### src/rtl/nrisc_pc_stack_unit.sv
// -----------------------------------------------------------------------------
// nrisc_pc_stack_unit
//
// Program counter and return-stack controller for the NRISC fetch stage.
// Drives the instruction-memory fetch address and request, forwards fetched
// instructions (or NOP bubbles) to the core, executes jump/call/return
// redirects and vectors interrupts through a table at VEC_BASE with a spacing
// of 2^VEC_STRIDE_LOG2 words. Every taken redirect or interrupt entry is
// followed by exactly one flush (bubble) cycle.
//
// Build option:
//   NRISC_PC_IRQ_NEST_EN - when defined, interrupts are accepted inside an ISR
//                          and the ISR nesting depth is tracked with LVL_W
//                          bits. When undefined, a single ISR level exists and
//                          requests raised inside an ISR stay pending until
//                          the tagged return.
//
// Ports:
//   clk, rst      - clock; synchronous active-high reset
//   imem_addr     - fetch address (the current pc)
//   imem_req      - fetch request, low during reset and flush
//   imem_rdata    - fetched instruction
//   imem_ready    - fetch data valid this cycle
//   instr_out     - instruction to core, 16'h0000 (NOP) when not valid
//   instr_valid   - instr_out carries a real instruction
//   pc_ctrl       - 00 sequential, 01 jump, 10 call, 11 return
//   pc_target     - jump/call target
//   irq_req       - level interrupt request
//   irq_ch        - interrupt channel
//   irq_ack       - one-cycle pulse following interrupt entry
//   in_isr        - at least one interrupt frame on the stack
//   link_addr     - top-of-stack address, zero-extended, 0 when empty
//   stack_level   - occupied stack entries
//   stack_ovf     - sticky overflow flag
//   stack_unf     - sticky underflow flag
// -----------------------------------------------------------------------------
module nrisc_pc_stack_unit #(
    parameter int ADDR_W          = 10,
    parameter int DATA_W          = 16,
    parameter int DEPTH           = 8,
    parameter int LVL_W           = 4,
    parameter int RESET_VEC       = 0,
    parameter int VEC_BASE        = 16,
    parameter int VEC_STRIDE_LOG2 = 1
) (
    input  logic              clk,
    input  logic              rst,
    output logic [ADDR_W-1:0] imem_addr,
    output logic              imem_req,
    input  logic [15:0]       imem_rdata,
    input  logic              imem_ready,
    output logic [15:0]       instr_out,
    output logic              instr_valid,
    input  logic [1:0]        pc_ctrl,
    input  logic [ADDR_W-1:0] pc_target,
    input  logic              irq_req,
    input  logic [7:0]        irq_ch,
    output logic              irq_ack,
    output logic              in_isr,
    output logic [DATA_W-1:0] link_addr,
    output logic [LVL_W-1:0]  stack_level,
    output logic              stack_ovf,
    output logic              stack_unf
);

    // Stack index width: DEPTH is a power of two, so log2(DEPTH) = LVL_W-1.
    localparam int IDX_W = LVL_W - 1;

`ifdef NRISC_PC_IRQ_NEST_EN
    localparam int ISR_W = LVL_W;
`else
    localparam int ISR_W = 1;
`endif

    // Architectural state
    logic [ADDR_W-1:0] pc_r;
    logic [LVL_W-1:0]  sp_r;
    logic [ISR_W-1:0]  isr_depth_r;
    logic              flush_r;
    logic              ovf_r;
    logic              unf_r;
    logic              irq_ack_r;
    // Entry layout: {isr_tag, return_address}
    logic [ADDR_W:0]   stack_r [DEPTH];

    // Decoded / derived values
    logic              seq_s;
    logic              irq_allowed_s;
    logic              irq_take_s;
    logic              stack_empty_s;
    logic              stack_full_s;
    logic [IDX_W-1:0]  push_idx_s;
    logic [IDX_W-1:0]  top_idx_s;
    logic [ADDR_W:0]   top_entry_s;
    logic [ADDR_W-1:0] pc_inc_s;
    logic [ADDR_W-1:0] vec_addr_s;
    logic [ISR_W-1:0]  isr_inc_s;
    logic              push_en_s;
    logic [ADDR_W:0]   push_data_s;
    logic              in_isr_s;

    // Decode control, stack pointers, interrupt qualification and vector address
    always_comb begin
        seq_s         = (pc_ctrl == 2'b00);
        stack_empty_s = (sp_r == LVL_W'(0));
        stack_full_s  = (sp_r == LVL_W'(DEPTH));
        push_idx_s    = sp_r[IDX_W-1:0];
        top_idx_s     = push_idx_s - IDX_W'(1);
        top_entry_s   = stack_r[top_idx_s];
        pc_inc_s      = pc_r + ADDR_W'(1);
        // Vector arithmetic is done at integer width and truncated to the pc.
        vec_addr_s    = ADDR_W'(VEC_BASE + (int'(irq_ch) << VEC_STRIDE_LOG2));
        in_isr_s      = (isr_depth_r != ISR_W'(0));
        // Saturating increment keeps the depth counter from wrapping to zero.
        if (isr_depth_r == {ISR_W{1'b1}}) begin
            isr_inc_s = isr_depth_r;
        end else begin
            isr_inc_s = isr_depth_r + ISR_W'(1);
        end
`ifdef NRISC_PC_IRQ_NEST_EN
        irq_allowed_s = 1'b1;
`else
        irq_allowed_s = ~in_isr_s;
`endif
        // Interrupts only preempt sequential fetch; redirects defer them.
        irq_take_s    = irq_req & ~flush_r & ~rst & seq_s & irq_allowed_s;
        // Overflowing pushes are dropped; the redirect itself still happens.
        push_en_s     = ~rst & ~flush_r & ~stack_full_s &
                        ((pc_ctrl == 2'b10) | irq_take_s);
        // Interrupt frames store the suppressed pc so it is re-fetched on return.
        if (irq_take_s) begin
            push_data_s = {1'b1, pc_r};
        end else begin
            push_data_s = {1'b0, pc_inc_s};
        end
    end

    // Core-facing and status outputs derived from the registered state
    always_comb begin
        imem_addr   = pc_r;
        imem_req    = ~rst & ~flush_r;
        instr_valid = ~rst & ~flush_r & imem_ready & seq_s & ~irq_take_s;
        if (instr_valid) begin
            instr_out = imem_rdata;
        end else begin
            instr_out = 16'h0000;
        end
        if (stack_empty_s) begin
            link_addr = DATA_W'(0);
        end else begin
            link_addr = DATA_W'(top_entry_s[ADDR_W-1:0]);
        end
        irq_ack     = irq_ack_r;
        in_isr      = in_isr_s;
        stack_level = sp_r;
        stack_ovf   = ovf_r;
        stack_unf   = unf_r;
    end

    // Return-stack storage; contents need no reset because sp gates every read
    always_ff @(posedge clk) begin
        if (push_en_s) begin
            stack_r[push_idx_s] <= push_data_s;
        end
    end

    // Program counter, stack pointer, ISR depth, flush and sticky flags
    always_ff @(posedge clk) begin
        if (rst) begin
            pc_r        <= ADDR_W'(RESET_VEC);
            sp_r        <= LVL_W'(0);
            isr_depth_r <= ISR_W'(0);
            flush_r     <= 1'b0;
            ovf_r       <= 1'b0;
            unf_r       <= 1'b0;
            irq_ack_r   <= 1'b0;
        end else if (flush_r) begin
            // Bubble cycle: all requests ignored, pc holds.
            flush_r   <= 1'b0;
            irq_ack_r <= 1'b0;
        end else begin
            irq_ack_r <= irq_take_s;
            case (pc_ctrl)
                2'b00: begin
                    if (irq_take_s) begin
                        if (stack_full_s) begin
                            ovf_r <= 1'b1;
                        end else begin
                            sp_r <= sp_r + LVL_W'(1);
                        end
                        pc_r        <= vec_addr_s;
                        isr_depth_r <= isr_inc_s;
                        flush_r     <= 1'b1;
                    end else if (imem_ready) begin
                        pc_r <= pc_inc_s;
                    end else begin
                        pc_r <= pc_r;
                    end
                end
                2'b01: begin
                    pc_r    <= pc_target;
                    flush_r <= 1'b1;
                end
                2'b10: begin
                    if (stack_full_s) begin
                        ovf_r <= 1'b1;
                    end else begin
                        sp_r <= sp_r + LVL_W'(1);
                    end
                    pc_r    <= pc_target;
                    flush_r <= 1'b1;
                end
                2'b11: begin
                    if (stack_empty_s) begin
                        // Nothing to pop: behave as a sequential step, no bubble.
                        unf_r <= 1'b1;
                        if (imem_ready) begin
                            pc_r <= pc_inc_s;
                        end else begin
                            pc_r <= pc_r;
                        end
                    end else begin
                        pc_r    <= top_entry_s[ADDR_W-1:0];
                        sp_r    <= sp_r - LVL_W'(1);
                        flush_r <= 1'b1;
                        if (top_entry_s[ADDR_W] && in_isr_s) begin
                            isr_depth_r <= isr_depth_r - ISR_W'(1);
                        end else begin
                            isr_depth_r <= isr_depth_r;
                        end
                    end
                end
                default: begin
                    pc_r <= pc_r;
                end
            endcase
        end
    end

endmodule
### config.mk
export PLATFORM = sky130hd
export DESIGN_NAME = nrisc_pc_stack_unit
export DESIGN_NICKNAME = d
export VERILOG_FILES = /design/src/rtl/nrisc_pc_stack_unit.sv
export SDC_FILE = /design/constraint.sdc
export NUM_CORES = 1
export LEC_CHECK = 0
export CAP_MARGIN = 10
export CORE_MARGIN = 2
export CORE_UTILIZATION = 40
export CTS_CLUSTER_DIAMETER = 80
export DETAILED_ROUTE_END_ITERATION = 8
export PLACE_DENSITY_LB_ADDON = 0.25
export SLEW_MARGIN = 20
export SYNTH_ARGS = -nofsm -noshare
export SYNTH_HDL_FRONTEND = slang
export SYNTH_SLANG_ARGS = --single-unit
export TNS_END_PERCENT = 100
### constraint.sdc
create_clock -name clk -period 6.07 [get_ports clk]
set_input_delay 0.607 -clock clk [delete_from_list [all_inputs] [get_ports clk]]
set_output_delay 0.607 -clock clk [all_outputs]
set_load 0.02 [all_outputs]
# After elaboration in Yosys (flattened, before gate mapping)
# Memory sizes are Yosys's and may differ from the RTL's.
# Index checks and enable logic that the tools add are counted.
# Widths: inputs -> output; s select.
dict set report word_totals {
  ff_bits 19
  ram_bits 88
  inputBits 40
  out_inout_bits 52
  word_cells 74
  mem_count 1
}
# name words width rd rd_ports_with_merged_regs write_ports line
set memory_table {}
lappend memory_table {stack_r 8 11 1 0 1 84} ;# logic [ADDR_W:0] stack_r [DEPTH];
dict set report classes {
  addsub 7
  eq_ne 7
  muxes 24
  n_bitwise 16
  reduce_logical 12
}
# op n
set op_table {}
lappend op_table {{$mux 10} 4}
lappend op_table {{$pmux 10 s3} 1}
lappend op_table {{$mux 16} 1}
lappend op_table {{$mux 4} 3}
lappend op_table {{$pmux 4 s3} 1}
lappend op_table {{$mux 11} 1}
lappend op_table {{$add 10x1->10 const B} 1}
lappend op_table {{$add 5x9->10 const A} 1}
lappend op_table {{$and 1x1->1} 10}
lappend op_table {{$mux 1} 10}
lappend op_table {{$reduce_and 3->1} 2}
lappend op_table {{$not 1->1} 5}
lappend op_table {{$reduce_and 5->1} 1}
lappend op_table {{$add 4x1->4 const B} 1}
lappend op_table {{$eq 2x2->1 const B} 2}
lappend op_table {{$eq 4x4->1 const B} 1}
lappend op_table {{$logic_not 4->1} 1}
lappend op_table {{$ne 2x2->1 const B} 2}
lappend op_table {{$pmux 1 s2} 2}
lappend op_table {{$reduce_and 4->1} 1}
lappend op_table {{$reduce_bool 2->1} 2}
lappend op_table {{$reduce_or 2->1} 2}
lappend op_table {{$sub 4x1->4 const B} 1}
lappend op_table {{$pmux 1 s3} 1}
lappend op_table {{other kinds (9)} 9}

# Longest topological paths before layout
# Gate-level depths: netlist of run 1.
dict set report depth {
  depth_word 9
  mapped_depth 10
  depth_no_buf 8
}

# Least setup slack after synthesis of run 1
# Ideal clock, no wire load.
dict set report synth_path {
  path_type {reg2reg}
  from {reg sp_r[0], in the netlist stack_level[0]}
  to {mem stack_r[4][0] (netlist name) (enable)}
  setup_ns 0.412
  arrival_ns 2.940
  required_time_ns 5.658
  setup_slack_ns 2.718
  path_stages_with_launch 9
  n_path_buf 2
  synth_period_minus_slack_ns 3.352
  cell_sequence {dfxtp_1 buf_6 buf_2 inv_1 ha_1 nor2b_1 nand2_1 o211ai_1 nor4b_1}
}
dict set report synth_via {
  elab_chain_cells 6
}
# element line
set synth_rtl {}
lappend synth_rtl {{from (decl)} 77} ;# logic [LVL_W-1:0] sp_r;
lappend synth_rtl {{from (signal assigned)} 189} ;# sp_r <= sp_r + LVL_W'(1);
lappend synth_rtl {{from (signal assigned)} 208} ;# sp_r <= sp_r + LVL_W'(1);
lappend synth_rtl {{from (signal assigned)} 224} ;# sp_r <= sp_r - LVL_W'(1);
lappend synth_rtl {{$eq 4x4->1} 106} ;# stack_full_s = (sp_r == LVL_W'(DEPTH));
lappend synth_rtl {{$not 1->1} 128} ;# push_en_s = ~rst & ~flush_r & ~stack_full_s &
lappend synth_rtl {{$and 1x1->1 (2 in a row)} 128}
lappend synth_rtl {{$mux 1} 162} ;# if (push_en_s) begin
lappend synth_rtl {{$mux 1 (not written as such)} 163} ;# stack_r[push_idx_s] <= push_data_s;
lappend synth_rtl {{to (decl)} 84}
# Several ways; a longest one is shown, not always the timed one.

# Worst setup path in the final report of run 1
dict set report layout_path {
  from {reg sp_r[1], in the netlist stack_level[1]}
  to {out link_addr[7]}
}
dict set report layout_via {
  elab_chain_cells 3
  word_cells_on_any_way 4
  cone_classes {add/sub: 1; mux: 1; reduce/logical: 1; memory: 1}
}
# element line
set layout_rtl {}
lappend layout_rtl {{$sub 3x1->3} 108} ;# top_idx_s = push_idx_s - IDX_W'(1);
lappend layout_rtl {{$mem_v2 8x11} --}
lappend layout_rtl {{$mux 10 *} 148} ;# if (stack_empty_s) begin
lappend layout_rtl {{to (decl)} 60} ;# output logic [DATA_W-1:0] link_addr,
# Mark *: on every way between the ends. The rest lies on a longest branch, timed or not.

==> impl_metrics.env, run 1 <==
export IMPL_start_util_pct=41.30
export IMPL_post_cts_buffers=0
export IMPL_root_buffer="clkbuf_16"
export IMPL_ys_warn_count=0
export IMPL_drt_antenna_violating_nets=0
export IMPL_viasPerCell=5.525
export IMPL_vdd_ir_drop_max_uv=198.6
export IMPL_layout_common_cells="edfxtp_1 (88), clkdlybuf4s50_1 (85), nor2_1 (28), nand2_1 (25), dfxtp_1 (19)"
export IMPL_synth_compound_area_share_pct=8.550
export IMPL_clk_pin_slew_ps=80
export IMPL_final_common_cell="edfxtp_1"
export IMPL_diodes=0
export IMPL_cap_violations=0
export IMPL_r2r_end="stack_r[7][8]"
export IMPL_wl_um=13340
export IMPL_met3_length_um=846
export IMPL_hold_viol=0
export IMPL_die_area_um2=14070
export IMPL_tightest_slew_ps=1036
export IMPL_die_x_um=118.6
export IMPL_cts_resized_gates=0
export IMPL_place_area_um2=6275
export IMPL_grt_max_degree=29
export IMPL_tritoncts="yes"
export IMPL_ys_async_sr_fraction_pct=0
export IMPL_hold_ws_ps=479.0
export IMPL_finalWeightedCongestion=0.8134
export IMPL_slew_headroom_pct=30.66
export IMPL_finalSetupViolCount=0
export IMPL_io_buffers=85
export IMPL_gr_usage_all_layers_pct=19.31
export IMPL_synthMuxAreaShare_pct=12.48
export IMPL_r2r_setup_slack_ps=2570
export IMPL_synth_edff_count=88
export IMPL_synth_flop_cell="edfxtp_1"
export IMPL_final_period_utilization_pct=69.90
export IMPL_rsz0062_at_grt="no"
export IMPL_cts_hold_buf=0
export IMPL_die_h_um=118.6
export IMPL_placementRows=41
export IMPL_ys_seq_elements=107
export IMPL_synth_top_family_by_area="multiplexers"
export IMPL_finalSetupTns_ps=0
export IMPL_power_density_nw_per_um2=337.1
export IMPL_yosys_area_share_xor_xnor_pct=4.001
export IMPL_clk_latency_ps=350
export IMPL_crit_start="stack_level[1]"
export IMPL_cp_arrival_ps=3640
export IMPL_min_period_ps=4243
export IMPL_routed_top_layer="met4"
export IMPL_postLayoutCellArea_um2=6578
export IMPL_syn_avg_cell_area_um2=13.47
export IMPL_area_growth_pct=25.20
export IMPL_end_kind="output pin"
export IMPL_design_core_area_um2=12720
export IMPL_instances_no_fill=649
export IMPL_crit_slowest_cell="ha_1"
export IMPL_worstSetupStartpointType="flip-flop"
export IMPL_synthAdderAreaFrac_pct=2.763
export IMPL_cp_data_required_time_ps=5460
export IMPL_grt_pass1_vias=3614
export IMPL_wl_per_cell_um=20.56
export IMPL_synthCells=390
export IMPL_ioPinCount=92
export IMPL_grt_pass1_wl_um=20800
export IMPL_clockBufferDepth=2
export IMPL_r2r_start="flush_r"
export IMPL_cpPeakStageDelay_ps=1010
export IMPL_finalCoreUtilization_pct=51.70
export IMPL_syn_area_um2=5254
export IMPL_worstPathMaxFanout=22
export IMPL_worstSetupEndpoint="link_addr[7]"
export IMPL_yosys_area_share_simple_pct=10.48
export IMPL_leakagePower_uw=0.002264
export IMPL_max_freq_ghz=0.2357
export IMPL_synth_seq_area_share_pct=57.54
export IMPL_crit_chain="inv_1 > ha_1 > mux4_2 > mux2i_1 > nor2_1 > clkdlybuf4s50_1"
export IMPL_skew_ps=6.465
export IMPL_drive_gt1_share_pct=10.48
export IMPL_synth_distinct_cells=60
export IMPL_min_path_type="flip-flop to flip-flop"
export IMPL_dp_cells=633
export IMPL_timing_worst_setup_path_type="flip-flop to output pin"
export IMPL_antenna_found_initial=0
export IMPL_wl_met2_um=6474
export IMPL_final_max_slew_violation_count=0
export IMPL_status="complete, no violations"
export IMPL_drtIter0Drc=338
export IMPL_firstDrtPassIters=5
export IMPL_drc_errors=0
export IMPL_cts_sinks=107
export IMPL_fin_nets=523
export IMPL_met1Wirelength_um=5882
export IMPL_vias=3586
export IMPL_hpwl_um=9364
export IMPL_ff2ff_path_depth=6
export IMPL_cts_buffers=9
export IMPL_grt_remaining_overflow=0
export IMPL_htreeDepth=3
critical path, delay by kind of cell (launching register included):
kind                       cells  cell delay (ps)
adders and majority gates      1             1010
buffers and inverters          2              920
DFF                            1              610
muxes                          2              450
and+or+nand+nor                1              280
cell families after synthesis:
logic type	after synthesis
AO/OA/AOI/OAI	62
adder cells (fa/ha/maj)	11
flip-flops	107
XOR/XNOR	24
AND/OR/NAND/NOR	108
other	1
multiplexers	35
buffers and inverters	42
sequential cells by signal (all words and copies together) (netlist names):
name         flops
imem_addr       10
irq_ack          1
stack_r         88
stack_level      4
stack_ovf        1
stack_unf        1
flush_r          1
in_isr           1
how the worst min path moves through the flow:
| stage | startpoint | end | depth (start not counted) |
|---|---|---|---|
| floorplan | stack_unf | stack_unf | 2 |
| global placement | stack_ovf | stack_ovf | 2 |
| detailed placement | stack_ovf | stack_ovf | 2 |
| CTS | stack_unf | stack_unf | 2 |
| global route | stack_ovf | stack_ovf | 2 |
| finish | stack_ovf | stack_ovf | 2 |
through the flow:
stage / setup WS, ps / power [µW]
6_report: 1827 / 2218
5_1_grt: 1653 / 2311
4_1_cts: 1771 / 2237
3_5_place_dp: 1559 / 1653
3_3_place_gp: 1705 / 1645
2_1_floorplan: 2718 / 1368
synthesized netlist by cell type, types with 6 or more instances:
cell / instances / share of area [%]
edfxtp_1: 88 / 50
nor2_1: 28 / 2.0
nand2_1: 25 / 1.8
dfxtp_1: 19 / 7.2
and2_1: 16 / 1.9
xnor2_1: 16 / 2.7
a21oi_1: 14 / 1.3
mux4_2: 14 / 6.0
inv_1: 13 / 0.93
mux2i_1: 13 / 2.5
clkbuf_1: 10 / 0.71
ha_1: 10 / 2.4
mux4_1: 8 / 4.0
nor3_1: 8 / 0.76
xor2_1: 8 / 1.3
buf_4: 7 / 1.0
buf_2: 6 / 0.57
nand4_1: 6 / 0.71
o21ai_0: 6 / 0.57
final cells by class:
cell class                      count  area (µm²)
Fill cell                        1117        6145
Clock buffer                        9       225.2
Multi-Input combinational cell    246        2069
Inverter                           15       56.30
Clock inverter                      7       77.57
Timing Repair Buffer               93       910.9
Sequential cell                   107        3023
Tap cell                          172       215.2
report_power, final:
group          switching (µW)  internal (µW)  total (µW)
Combinational             412            330         741
Clock                     292            294         585
Sequential               46.6            844         891
Total                     750           1470        2220
per-layer routing:
layer | GRT usage (%) | up-vias
li1 | - | 1633
met1 | 25.71 | 1797
met2 | 32.40 | 146
met3 | 3.668 | 10
met4 | 5.208 | 0
met5 | 0 | -
(Power assumes the default switching activity.)
==> inputs of run 2 (changes only) <==
==> constraint.sdc (replaced) <==
create_clock -name clk -period 3.5 [get_ports clk]
set_input_delay 0.35 -clock clk [delete_from_list [all_inputs] [get_ports clk]]
set_output_delay 0.35 -clock clk [all_outputs]
set_load 0.02 [all_outputs]
==> run 2 against run 1 <==
  * Design area grew 0.99%
  * Utilization grew 0.51 points
  * Flip-flop and latch count is the same
  * Sequential power grew 73%
  * Register-to-register slack lost 1700 ps
  * Cell count grew 1.2%
  * Wire length shrank 2.5%
  * Via count shrank 1.5%
  * Critical path depth grew 1
==> impl_metrics.env, run 2 (synthesis gave the netlist of run 1 again) <==
export IMPL_finalWeightedCongestion=0.8071
export IMPL_ioPinCount=92
export IMPL_status="complete, no violations"
export IMPL_p_seq_share_pct=39.4
export IMPL_clockBufferDepth=2
export IMPL_die_x_um=118.6
export IMPL_placementRows=41
export IMPL_root_buffer="clkbuf_16"
export IMPL_cts_resized_gates=0
export IMPL_drt_antenna_violating_nets=0
export IMPL_cts_buffers=9
export IMPL_cp_data_required_time_ps=3150
export IMPL_cp_arrival_ps=2910
export IMPL_intPower_uw=2678
export IMPL_finalSetupTns_ps=0
export IMPL_end_kind="output pin"
export IMPL_max_freq_ghz=0.3068
export IMPL_critPathTopFamily="buffers and inverters"
export IMPL_dp_cells=641
export IMPL_place_area_um2=6317
export IMPL_min_delay_path_depth=2
export IMPL_r2r_start="stack_level[1]"
export IMPL_cp_num_cells=7
export IMPL_post_cts_buffers=0
export IMPL_io_buffers=85
export IMPL_p_sw_share_pct=31.54
export IMPL_htreeDepth=3
export IMPL_cap_violations=0
export IMPL_hold_ws_ps=478.6
export IMPL_final_max_slew_violation_count=0
export IMPL_grt_pass1_vias=3589
export IMPL_power_density_nw_per_um2=588.9
export IMPL_layout_common_cells="edfxtp_1 (88), clkdlybuf4s50_1 (85), nor2_1 (28), nand2_1 (25), dfxtp_1 (18)"
export IMPL_cpPeakStageDelay_ps=680
export IMPL_grt_remaining_overflow=0
export IMPL_crit_start="stack_level[1]"
export IMPL_vdd_ir_drop_max_uv=274.5
export IMPL_clk_latency_ps=340
export IMPL_crit_chain="inv_1 > ha_1 > buf_4 > mux4_2 > mux2i_1 > nor2_1 > clkdlybuf4s50_1"
export IMPL_rsz0062_at_grt="no"
export IMPL_switchingPower_uw=1234
export IMPL_leakagePower_uw=0.002316
export IMPL_grt_max_degree=29
export IMPL_fin_nets=531
export IMPL_worstSetupStartpointType="flip-flop"
export IMPL_final_period_utilization_pct=93.13
export IMPL_clk_pin_slew_ps=70
export IMPL_postLayoutCellArea_um2=6643
export IMPL_ff2ff_path_depth=8
export IMPL_cts_sinks=107
export IMPL_die_h_um=118.6
export IMPL_gr_usage_all_layers_pct=19.00
export IMPL_design_core_area_um2=12720
export IMPL_crit_slowest_cell="clkdlybuf4s50_1"
export IMPL_cts_hold_buf=0
export IMPL_regMostFlops="stack_r"
export IMPL_finalSetupViolCount=0
export IMPL_timing_worst_setup_path_type="flip-flop to output pin"
export IMPL_comb_power_share_pct=32.8
export IMPL_cp_num_buf_inv=3
export IMPL_skew_ps=10.47
export IMPL_tightest_slew_ps=777.3
export IMPL_largest_register_ff_count=88
export IMPL_diodes=0
export IMPL_min_path_type="flip-flop to flip-flop"
export IMPL_die_area_um2=14070
export IMPL_hold_viol=0
export IMPL_wl_um=13010
export IMPL_tritoncts="yes"
export IMPL_worstPathMaxFanout=22
export IMPL_viasPerCell=5.376
export IMPL_final_common_cell="edfxtp_1"
export IMPL_antenna_found_initial=0
export IMPL_instances_no_fill=657
export IMPL_wl_per_cell_um=19.79
export IMPL_slew_headroom_pct=47.80
export IMPL_hpwl_um=9195
export IMPL_start_util_pct=41.30
export IMPL_drtIter0Drc=194
export IMPL_firstDrtPassIters=4
export IMPL_min_from="stack_ovf"
export IMPL_p_clk_share_pct=27.8
export IMPL_min_period_ps=3260
export IMPL_drive_gt1_share_pct=12.16
export IMPL_vias=3532
export IMPL_area_growth_pct=26.43
export IMPL_drc_errors=0
export IMPL_grt_pass1_wl_um=20370
==> run 2: cell types whose count changed in the layout (fill, tap and decap cells not counted), moves of 2 or more <==
cell       delta
buf_4         +8
bufinv_16     +2
clkinv_8      -2
nor4_2        +2
nor4_4        -2
==> run 2: tightest hold or removal path, delay by kind of cell, from the launching register on <==
family / cells / cell delay, ps
flops: 1 / 330
simple gates: 2 / 110
==> run 2: final timing paths <==
path                                endpoint  slack (ps)
worst max-delay path            link_addr[7]         240
worst min-delay path               stack_ovf         480
worst max register to register  imem_addr[1]         900
worst min register to register     stack_ovf         480
==> run 2: cell type report <==
cell class              instances  area [µm²]
well taps                     172       215.2
inverters                      15       56.30
clock buffers                   9       225.2
multi-input cells             246        2052
clock inverters                 7       98.84
flip-flops and latches        107        3024
repair buffers                101       970.9
fillers                      1126        6080
==> run 2: per-layer routing <==
layer	part of all wire, %	vias up	track usage, %
met1	43	1721	24.68
li1	-	1648	-
met4	1.7	0	6.250
met2	48	149	32.11
met3	7.5	14	3.475
met5	0	-	0
==> run 2: through the flow <==
| stage | setup WS [ps] | util [%] | power, µW |
|---|---|---|---|
| final | 240.4 | 52.21 | 3912 |
| after global routing | 74.82 | 52.21 | 4077 |
| after CTS | 39.94 | 52.20 | 3945 |
| after detailed placement | 340.3 | 49.66 | 2855 |
| after global placement | 435.3 | 49.66 | 2845 |
| after floorplan | 148.0 | - | 2372 |
==> run 2: power groups by stage <==
stage / registers [µW] / logic, µW / clock network [µW]
2_1_floorplan: 1570 / 805 / 0
6_report: 1540 / 1280 / 1090
3_5_place_dp: 1570 / 1290 / 0
3_3_place_gp: 1560 / 1280 / 0
5_1_grt: 1550 / 1380 / 1150
4_1_cts: 1540 / 1300 / 1110
